[src/rtl/aexm_hazard_ctrl.sv]
// Operand-forwarding and hazard controller for the aexm pipeline: tracks in-flight
// destinations behind decode, picks the youngest forwarding source and raises stalls.
module aexm_hazard_ctrl #(
  parameter int AW             = 5,
  parameter int FWD_DEPTH      = 2,
  parameter int SW             = 2,
  parameter int MC_LAT         = 3,
  parameter int LOAD_USE_STALL = 1
) (
  input  logic          gclk,
  input  logic          grst_n,
  input  logic          d_en,
  input  logic          d_valid,
  input  logic [AW-1:0] d_ra,
  input  logic [AW-1:0] d_rb,
  input  logic [AW-1:0] d_rd,
  input  logic          d_wr,
  input  logic          d_load,
  input  logic          d_imm,
  input  logic          d_pc,
  input  logic          d_mcyc,
  input  logic          x_skip,
  output logic          a_hit,
  output logic [SW-1:0] a_stg,
  output logic          a_ld,
  output logic          b_hit,
  output logic [SW-1:0] b_stg,
  output logic          b_ld,
  output logic          stall,
  output logic          busy
);

  localparam int CW = 4;
  localparam logic [CW-1:0] C_INIT = (MC_LAT > 1) ? CW'(MC_LAT - 2) : '0;

  typedef enum logic {S_IDLE, S_BUSY} state_t;

  logic [FWD_DEPTH-1:0] r_v;
  logic [AW-1:0]        r_rd [FWD_DEPTH];
  logic [FWD_DEPTH-1:0] r_ld;
  state_t               r_state;
  logic [CW-1:0]        r_cnt;

  logic [FWD_DEPTH-1:0] w_v;
  logic                 w_a_any, w_b_any, w_a_ld, w_b_ld;
  logic [SW-1:0]        w_a_idx, w_b_idx;
  logic                 w_a_use, w_b_use;
  logic                 w_a0, w_b0, w_lu, w_busy;

  // A squashed instruction in X can neither forward nor propagate as valid.
  always_comb begin
    w_v    = r_v;
    w_v[0] = r_v[0] & ~x_skip;
  end

  // Scan oldest to youngest so the lowest matching index is the one kept.
  always_comb begin
    w_a_any = 1'b0;
    w_a_idx = '0;
    w_a_ld  = 1'b0;
    w_b_any = 1'b0;
    w_b_idx = '0;
    w_b_ld  = 1'b0;
    for (int i = FWD_DEPTH - 1; i >= 0; i--) begin
      if (w_v[i] && (r_rd[i] == d_ra) && (d_ra != '0)) begin
        w_a_any = 1'b1;
        w_a_idx = SW'(i);
        w_a_ld  = r_ld[i];
      end
      if (w_v[i] && (r_rd[i] == d_rb) && (d_rb != '0)) begin
        w_b_any = 1'b1;
        w_b_idx = SW'(i);
        w_b_ld  = r_ld[i];
      end
    end
  end

  assign w_a_use = w_a_any & d_valid & ~d_pc;
  assign w_b_use = w_b_any & d_valid & ~d_imm;

  assign a_hit = w_a_use;
  assign a_stg = w_a_use ? w_a_idx : '0;
  assign a_ld  = w_a_use & w_a_ld;
  assign b_hit = w_b_use;
  assign b_stg = w_b_use ? w_b_idx : '0;
  assign b_ld  = w_b_use & w_b_ld;

  assign w_a0   = w_v[0] & (r_rd[0] == d_ra) & (d_ra != '0) & ~d_pc;
  assign w_b0   = w_v[0] & (r_rd[0] == d_rb) & (d_rb != '0) & ~d_imm;
  assign w_lu   = (LOAD_USE_STALL != 0) & d_valid & r_ld[0] & (w_a0 | w_b0);
  assign w_busy = (r_state == S_BUSY);

  assign busy  = w_busy;
  assign stall = w_lu | w_busy;

  always_ff @(posedge gclk or negedge grst_n) begin
    if (!grst_n) begin
      r_v     <= '0;
      r_ld    <= '0;
      r_state <= S_IDLE;
      r_cnt   <= '0;
      for (int i = 0; i < FWD_DEPTH; i++) r_rd[i] <= '0;
    end else begin
      case (r_state)
        S_BUSY: begin
          // The multi-cycle op counts down on every clock; the pipeline stays frozen.
          if (r_cnt == '0) r_state <= S_IDLE;
          else             r_cnt   <= r_cnt - 1'b1;
        end
        default: begin
          if (d_en) begin
            for (int i = 1; i < FWD_DEPTH; i++) begin
              r_v[i]  <= w_v[i-1];
              r_rd[i] <= r_rd[i-1];
              r_ld[i] <= r_ld[i-1];
            end
            if (w_lu) begin
              r_v[0]  <= 1'b0;
              r_ld[0] <= 1'b0;
            end else begin
              r_v[0]  <= d_valid & d_wr & (d_rd != '0);
              r_rd[0] <= d_rd;
              r_ld[0] <= d_load;
              if (d_valid && d_mcyc && (MC_LAT > 1)) begin
                r_state <= S_BUSY;
                r_cnt   <= C_INIT;
              end
            end
          end
        end
      endcase
    end
  end

endmodule

[config.mk]
export PLATFORM = sky130hd
export DESIGN_NAME = aexm_hazard_ctrl
export DESIGN_NICKNAME = d
export VERILOG_FILES = /design/src/rtl/aexm_hazard_ctrl.sv
export SDC_FILE = /design/constraint.sdc
export NUM_CORES = 1
export LEC_CHECK = 0
export ABC_AREA = 1
export CORE_MARGIN = 3
export CORE_UTILIZATION = 44
export DETAILED_ROUTE_END_ITERATION = 7
export GPL_TIMING_DRIVEN = 0
export PLACE_DENSITY = 0.78
export SLEW_MARGIN = 40
export SYNTH_ARGS = -nofsm -noshare
export SYNTH_HDL_FRONTEND = slang
export SYNTH_SLANG_ARGS = --single-unit
export TNS_END_PERCENT = 20
[constraint.sdc]
create_clock -name gclk -period 1.6 [get_ports gclk]
set_input_delay 0.4 -clock gclk [delete_from_list [all_inputs] [get_ports gclk]]
set_output_delay 0.4 -clock gclk [all_outputs]
set_load 0.01 [all_outputs]
==> metrics.md, run 1 <==
| Metric | Value |
|---|---|
| Drt wl/cell | `11.6 microns` |
| NetSw | `716 uW` |
| Final setup TNS | `-2.57 ns` |
| Initial DRC count | `102` |
| Worst Setup Slack, final | `-0.423 ns` |
| Clk root buf | `clkbuf_4` |
| Worst setup SP type | `register` |
| Synth Cell Area | `1360 sq um` |
| Port Buffers | `32` |
| Sequential share of the synthesized area | `0.351` |
| DR vias/cell | `4.92` |
| Leak | `0.965 nW` |
| Combinational share of power | `0.421` |
| Failing checks | `setup timing` |
| Drt pass-1 iters | `4` |
| Fin nets | `276` |
| DIE WIDTH | `61.5 microns` |
| Boundary Pins | `35` |
| Post-place setup slack | `-1.08 ns` |
| Htree depth | `1` |
| Pins over their slew limit | `0` |
| Critical Path RT | `1.20 ns` |
| Post-placement cell count | `271` |
| Layout cells sized above 1 | `0.201` |
| Worst Hold Slack | `0.0153 ns` |
| Synth Area per Inst | `6.55 sq um` |
| DP HPWL | `2480 microns` |
| First-pass GRT wire length | `5020 microns` |
| Largest net degree at the start of global routing | `20` |
| Die Y | `61.5 microns` |
| Layout Area Growth over Synthesis | `32.5%` |
| Synthesis Warnings | `0` |
| Max-Cap Viols | `0` |
| Vias in the first global route | `1169` |
| Unique masters post-synth | `28` |
| Crit Path Max Fanout | `4` |
| Min Tclk post-route | `2.02 ns` |
| Setup violations, final | `7` |
| Maximum clock rate | `494 MHz` |
| Initial antenna violation count | `0` |
| Fin crit share | `1.26` |
| Post-DRT Antenna Nets | `0` |
| CTS tree | `built` |
| All-Layer GR Usage | `0.182` |
| Final hold vios | `0` |
| # clock sinks | `19` |
| Vias | `1378` |
| Antenna cell count | `0` |
| Hold_buf cts | `0` |
| Fillers | `293` |
| Power Dens Cells | `983 nW/um^2` |
| Critical path class | `reg2out` |
| Unrepaired setup endpoints after global routing | `yes` |
| Placer congestion estimate | `0.853` |
| Final clock skew | `0.00395 ns` |
| Worst skew pair latency | `0.30 ns` |
| Worst vdd ir | `0.578 mV` |
| Cells after synthesis | `207` |
| CTS Buffer Depth | `2` |
| Post-route design area | `1800 sq um` |
| Placed inst area | `1710 sq um` |
| Total die area | `3780 sq um` |
| Core Area | `2850 sq um` |
| Arr. time, crit path | `1.62 ns` |
| # DRC | `0` |
| Sequential power share | `0.438` |
| Number of synthesized register bits | `19` |
| Initial Util | `0.475` |
| Hold Path Class | `in2async` |
| Endpoint class of the critical path | `output pin` |
| CTS buffer count | `3` |
| Tot Pwr | `1.77 mW` |
| Clock share of power | `0.141` |
| Cell internal pwr | `1.05 mW` |
| Grt total ovfl | `0` |
| Total Routed Length | `3240 microns` |
| Non-filler cells, final | `280` |
| Final core utilization | `0.630` |
| Status | `complete, but fails checks` |
| Register clock-pin slew on the reported worst setup and hold paths | `0.11 ns` |
| Core Rows | `19` |
| Switching Share | `0.405` |
## logic make-up after synthesis
kind of cell / Yosys count / share of synthesized area
compound gates: 19 / 0.0793
fa+ha+maj: 1 / 0.00922
flops: 19 / 0.351
xor+xnor: 7 / 0.0452
other cells: 1 / 0.00276
buf+inv: 35 / 0.102
simple gates: 125 / 0.411
## layout by cell type (no fill, tap or decap), types with 2 or more instances in the layout
cell type,synthesis,final
nand2_2,3,7
dfrtp_2,0,3
buf_4,2,6
dfrtp_1,19,16
a21oi_1,3,3
nand2_1,73,69
nand3_2,0,3
clkbuf_4,0,3
nand3b_1,2,2
clkbuf_1,1,2
o21ai_0,10,7
buf_6,0,2
nand2_4,2,2
a31oi_1,2,2
nor2_2,2,5
clkdlybuf4s50_1,0,12
o21ai_1,0,3
conb_1,1,2
clkinv_1,2,2
nor2_4,2,3
nor2_1,14,10
nand3_1,20,17
inv_2,0,6
buf_2,0,7
xnor2_1,5,4
xor2_1,2,2
inv_1,30,24
dlygate4sd2_1,0,12
nor3_1,4,4
## power by group through the flow
stage	Sequential, mW	Clock [mW]	Combinational, mW
2_1_floorplan	0.731	0	0.482
3_3_place_gp	0.763	0	0.660
3_5_place_dp	0.769	0	0.675
4_1_cts	0.758	0.256	0.702
5_1_grt	0.794	0.277	0.847
6_report	0.773	0.250	0.743
## final timing paths
kind	from	endpoint	slack, ns	cells past startpoint
worst max-delay path	r_rd[7]	stall	-0.42	10
worst min-delay path	grst_n	r_rd[0]	0.02	1
worst max register to register	r_rd[7]	r_rd[6]	0.01	12
worst min register to register	r_cnt[1]	r_cnt[1]	0.51	2
max in group asynchronous	grst_n	r_rd[1]	1.26	1
min in group gclk	r_cnt[1]	r_cnt[1]	0.51	2
## routing by layer
metal | part of all wire | global-route usage
met1 | 0.48 | 0.260
met2 | 0.45 | 0.277
met3 | 0.046 | 0.0189
met4 | 0.022 | 0.0818
met5 | 0 | 0
## timing repair
action | in CTS | in global routing
pin swaps | 16 | 14
setup buffers | 4 | 1
setup endpoints to repair | 19 | 18
resized for setup | 51 | 17
## cell usage after synthesis
master,n,area share
a21boi_0,1,0.0055
a21oi_1,3,0.011
a31oi_1,2,0.0092
buf_4,2,0.011
clkbuf_1,1,0.0028
clkinv_1,2,0.0055
conb_1,1,0.0028
dfrtp_1,19,0.35
ha_1,1,0.0092
inv_1,30,0.083
nand2_1,73,0.20
nand2_2,3,0.014
nand2_4,2,0.017
nand3_1,20,0.074
nand3b_1,2,0.011
nand4_1,1,0.0046
nor2_1,14,0.039
nor2_2,2,0.0092
nor2_4,2,0.017
nor3_1,4,0.015
nor4_1,1,0.0046
o211ai_1,1,0.0055
o21ai_0,10,0.037
o21ai_2,1,0.0065
o22ai_1,1,0.0046
or2_2,1,0.0046
xnor2_1,5,0.032
xor2_1,2,0.013
## sequential cells by signal (all words and copies together) (netlist names)
| name | count |
|---|---|
| r_cnt | 4 |
| r_v | 2 |
| r_ld | 2 |
| busy | 1 |
| r_rd | 10 |
## area by class of cell
cell class / count / area, sq um / share of cell area
buffer: 3 / 18.8 / 0.0104
sequential: 19 / 479 / 0.267
clock buffer: 4 / 26.3 / 0.0146
multi-input combinational: 154 / 801 / 0.446
inverter: 32 / 120 / 0.0669
timing repair buffer: 37 / 313 / 0.174
tap: 31 / 38.8 / 0.0216
## worst max-delay path: stages, from the launching register on
cell and delay, ns:
dfrtp_2 0.45, inv_2 0.08, nand2_1 0.05, nand2_1 0.07
nand2_2 0.08, nor2_4 0.14, nand2_2 0.09, o21ai_4 0.15
nand2_4 0.06, nand2_2 0.06, buf_6 0.10
Power figures use the tool's default switching activity.
==> inputs of run 2 (changes only) <==
--- a/config.mk
+++ b/config.mk
@@ -5,9 +5,8 @@
 export SDC_FILE = /design/constraint.sdc
 export NUM_CORES = 1
 export LEC_CHECK = 0
-export ABC_AREA = 1
 export CORE_MARGIN = 3
-export CORE_UTILIZATION = 44
+export CORE_UTILIZATION = 43
 export DETAILED_ROUTE_END_ITERATION = 7
 export GPL_TIMING_DRIVEN = 0
 export PLACE_DENSITY = 0.78
==> run 2 against run 1 <==
  * Critical path depth shrank 5
  * First-iteration DRC count shrank 36%
  * The run still ends with setup timing left
  * Synthesized cell count shrank 34%
  * Register-to-register slack lost 0.62 ns
  * Critical path type unchanged
  * Cell count shrank 23%
  * Sequential share of layout area shrank 0.41 points
  * Core utilization grew 7.0 points
  * Setup slack lost 0.48 ns
  * Sequential power grew 22%
==> metrics.md, run 2 <==
| Metric | Value |
|---|---|
| First-pass GRT wire length | `5360 microns (+6.9%)` |
| Unrepaired setup endpoints after global routing | `yes` |
| NetSw | `949 uW (+33%)` |
| Clock share of power | `0.099 (-0.042)` |
| Largest registers | `r_rd (10), r_cnt (4)` |
| Biggest register | `r_rd` |
| Core Area | `2610 sq um (-8.4%)` |
| CTS buffer count | `3 (unchanged)` |
| Boundary Pins | `35 (unchanged)` |
| Hold Path Class | `in2async` |
| Register clock-pin slew on the reported worst setup and hold paths | `0.11 ns (about the same)` |
| Buf/Inv on CP | `1 (-1)` |
| Post-placement cell count | `200 (-26%)` |
| Number of synthesized register bits | `19 (unchanged)` |
| Vias in the first global route | `1215 (+3.9%)` |
| Layout Area Growth over Synthesis | `45.9%` |
| Vias | `1204 (-13%)` |
| Critical Path RT | `1.20 ns (about the same)` |
| Maximum clock rate | `400 MHz (-19%)` |
| Worst skew pair latency | `0.29 ns (about the same)` |
| Arr. time, crit path | `2.10 ns (+0.48 ns)` |
| Synthesis Warnings | `0 (unchanged)` |
| Crit Path Max Fanout | `6 (+2)` |
| DP HPWL | `2390 microns (-3.7%)` |
| WP depth | `5 (-5)` |
| Endpoint class of the critical path | `output pin` |
| Cells along the critical path | `a221o_1, or4_4, or2_4, a21oi_4, buf_6` |
| Slowest cell on crit path | `or4_4` |
| Clk root buf | `clkbuf_4` |
| Async S/R FF share, synth | `1.00 (unchanged)` |
| # DRC | `0 (unchanged)` |
| Min Tclk post-route | `2.50 ns (+0.475 ns)` |
| Post-DRT Antenna Nets | `0 (unchanged)` |
| Initial Util | `0.480 (+0.00445)` |
| Worst-Margin Slew | `0.610 ns` |
| Setup violations, final | `19 (+12)` |
| Synth Cell Area | `1250 sq um (-7.6%)` |
| Drt wl/cell | `15.8 microns (+36%)` |
| Cell internal pwr | `1.49 mW (+42%)` |
| Antenna cell count | `0 (unchanged)` |
| Hold_buf cts | `0 (unchanged)` |
| Most numerous cell in the Yosys netlist | `nand2_1` |
| Commonest cells after routing, fill and taps aside | `nand2_1 (23), dfrtp_1 (15), buf_4 (14)` |
| Final clock skew | `0.00586 ns (+0.00191 ns)` |
| Most common cell after layout, fill and taps aside | `nand2_1` |
| DR vias/cell | `5.55 (+13%)` |
| Slew HR | `0.590` |
| Combinational share of power | `0.513 (+0.092)` |
| Status | `complete, but fails checks` |
| Tot Pwr | `2.44 mW (+38%)` |
| Fin nets | `214 (-22%)` |
| Total Routed Length | `3420 microns (+5.5%)` |
| Leak | `0.821 nW (-15%)` |
| # clock sinks | `19 (unchanged)` |
| Pins over their slew limit | `0 (unchanged)` |
| Core Rows | `18 (-1)` |
| Slowest cell delay on critical path | `0.55 ns (+0.10 ns)` |
| Htree depth | `1 (unchanged)` |
| Cells after synthesis | `137 (-34%)` |
| Critical path class | `reg2out` |
| Power Dens Cells | `1330 nW/um^2 (+36%)` |
| Max reg flops | `10 (unchanged)` |
| Grt total ovfl | `0 (unchanged)` |
| Top post-synthesis cells by count | `nand2_1 (25), dfrtp_1 (19), xnor2_1 (14)` |
| Critical path's top delay family | `simple AND/OR/NAND/NOR gates` |
| Switching Share | `0.390 (-0.0156)` |
| Unique masters post-synth | `38 (+36%)` |
| Initial antenna violation count | `0 (unchanged)` |
| Initial DRC count | `65 (-36%)` |
| Drt pass-1 iters | `5 (+1)` |
| Worst setup SP type | `register` |
| Final hold vios | `0 (unchanged)` |
| Max-Cap Viols | `0 (unchanged)` |
| Fin crit share | `1.56 (+0.297)` |
| CTS Buffer Depth | `2 (unchanged)` |
| Die Y | `60.0 microns (-2.5%)` |
| Synth Area per Inst | `9.15 sq um (+40%)` |
| CTS tree | `built` |
| Synth top area share | `0.379 (+0.0287)` |
| Non-filler cells, final | `217 (-23%)` |
| Worst vdd ir | `0.980 mV (+70%)` |
| Worst Hold Slack | `0.0301 ns (+0.0149 ns)` |
| Main synth FF type | `dfrtp_1` |
| Worst Setup Slack, final | `-0.898 ns (-0.475 ns)` |
| Layout cells sized above 1 | `0.332 (+0.131)` |
| Post-synth EDFFs | `0 (unchanged)` |
| Failing checks | `setup timing` |
| Ranking of synthesized cells by area | `dfrtp_1 (38%), xnor2_1 (9.8%), nand2_1 (7.5%)` |
| All-Layer GR Usage | `0.199 (+0.0169)` |
| Biggest area consumer among synthesized cells | `dfrtp_1` |
| Port Buffers | `32 (unchanged)` |
| DIE WIDTH | `60.0 microns (-2.5%)` |
| Placer congestion estimate | `0.802 (-6.0%)` |
| Sequential power share | `0.388 (-0.050)` |
| Cells on worst reg2reg path | `5 (-7)` |
| Fillers | `196 (-33%)` |
| Largest net degree at the start of global routing | `20 (unchanged)` |
| Total die area | `3600 sq um (-4.9%)` |
| Sequential share of the synthesized area | `0.379 (+0.0287)` |
## run 2: changes by cell type after synthesis, sizes merged, moves of 3 or more
cell | before | now
nand2 | 78 | 25
inv | 30 | 6
nand3 | 20 | 5
nor2 | 18 | 7
xnor2 | 5 | 14
mux2 | 0 | 5
nand2b | 0 | 5
o21ai | 11 | 6
or4 | 0 | 4
o21a | 0 | 3
xor2 | 2 | 5
## run 2: what timing repair did
item	CTS	global route
setup endpoints to repair	20	19
setup buffers	9	5
pin swaps	14	5
resized for setup	64	11
## run 2: worst reg2reg max path: stages, from the launching register on
cell and delay (ns):
dfrtp_1 0.42, a221o_1 0.33, or4_4 0.55, buf_4 0.18, o211ai_4 0.28, mux2_4 0.33
## run 2: per-layer routing
layer / up-vias / GRT usage / routed length, microns
li1: 569 / - / -
met1: 576 / 0.249 / 1490
met2: 51 / 0.347 / 1680
met3: 8 / 0.0302 / 189
met4: 0 / 0.0633 / 67
met5: - / 0 / 0
## run 2: final timing paths
path                       startpoint  endpoint  slack (ns)
max                           r_rd[6]      b_ld       -0.90
max reg2reg                   r_rd[6]   r_rd[8]       -0.61
min in group gclk            r_cnt[0]  r_cnt[0]        0.51
min                            grst_n   r_ld[1]        0.03
max in group asynchronous      grst_n   r_rd[5]        1.25
min reg2reg                  r_cnt[0]  r_cnt[0]        0.51
## run 2: area by class of cell
cell class | instances | area, sq um | area share
multi-input combinational | 108 | 850 | 0.464
sequential | 19 | 480 | 0.263
timing repair buffer | 46 | 390 | 0.213
tap | 30 | 37.5 | 0.0205
clock buffer | 4 | 26.3 | 0.0144
buffer | 4 | 22.5 | 0.0123
inverter | 6 | 22.5 | 0.0123
## run 2: logic make-up after synthesis
| family | count (synthesis) | synth area share |
|---|---|---|
| other | 1 | 0.00299 |
| multiplexers | 7 | 0.0758 |
| buffers and inverters | 11 | 0.0449 |
| AND/OR/NAND/NOR | 58 | 0.230 |
| XOR/XNOR | 19 | 0.133 |
| flip-flops | 19 | 0.379 |
| AO/OA/AOI/OAI | 21 | 0.125 |
| adder cells (fa/ha/maj) | 1 | 0.00998 |
## run 2: per-stage QoR
step	cell area [sq um]	TNS, ns	util	setup slack, ns
floorplan	1310	-5.65	-	-0.535
global route	1830	-11.03	0.700	-0.991
finish	1830	-9.58	0.700	-0.898
global placement	1670	-20.53	0.638	-1.60
detailed placement	1670	-22.20	0.638	-1.70
CTS	1750	-9.51	0.670	-0.905
## run 2: power groups by stage
stage          Clock, mW  Combinational, mW  Sequential [mW]
2_1_floorplan          0              0.742            0.877
3_3_place_gp           0              0.937            0.940
3_5_place_dp           0              0.986            0.944
4_1_cts            0.242               1.13            0.915
5_1_grt            0.274               1.38            0.969
6_report           0.241               1.25            0.945
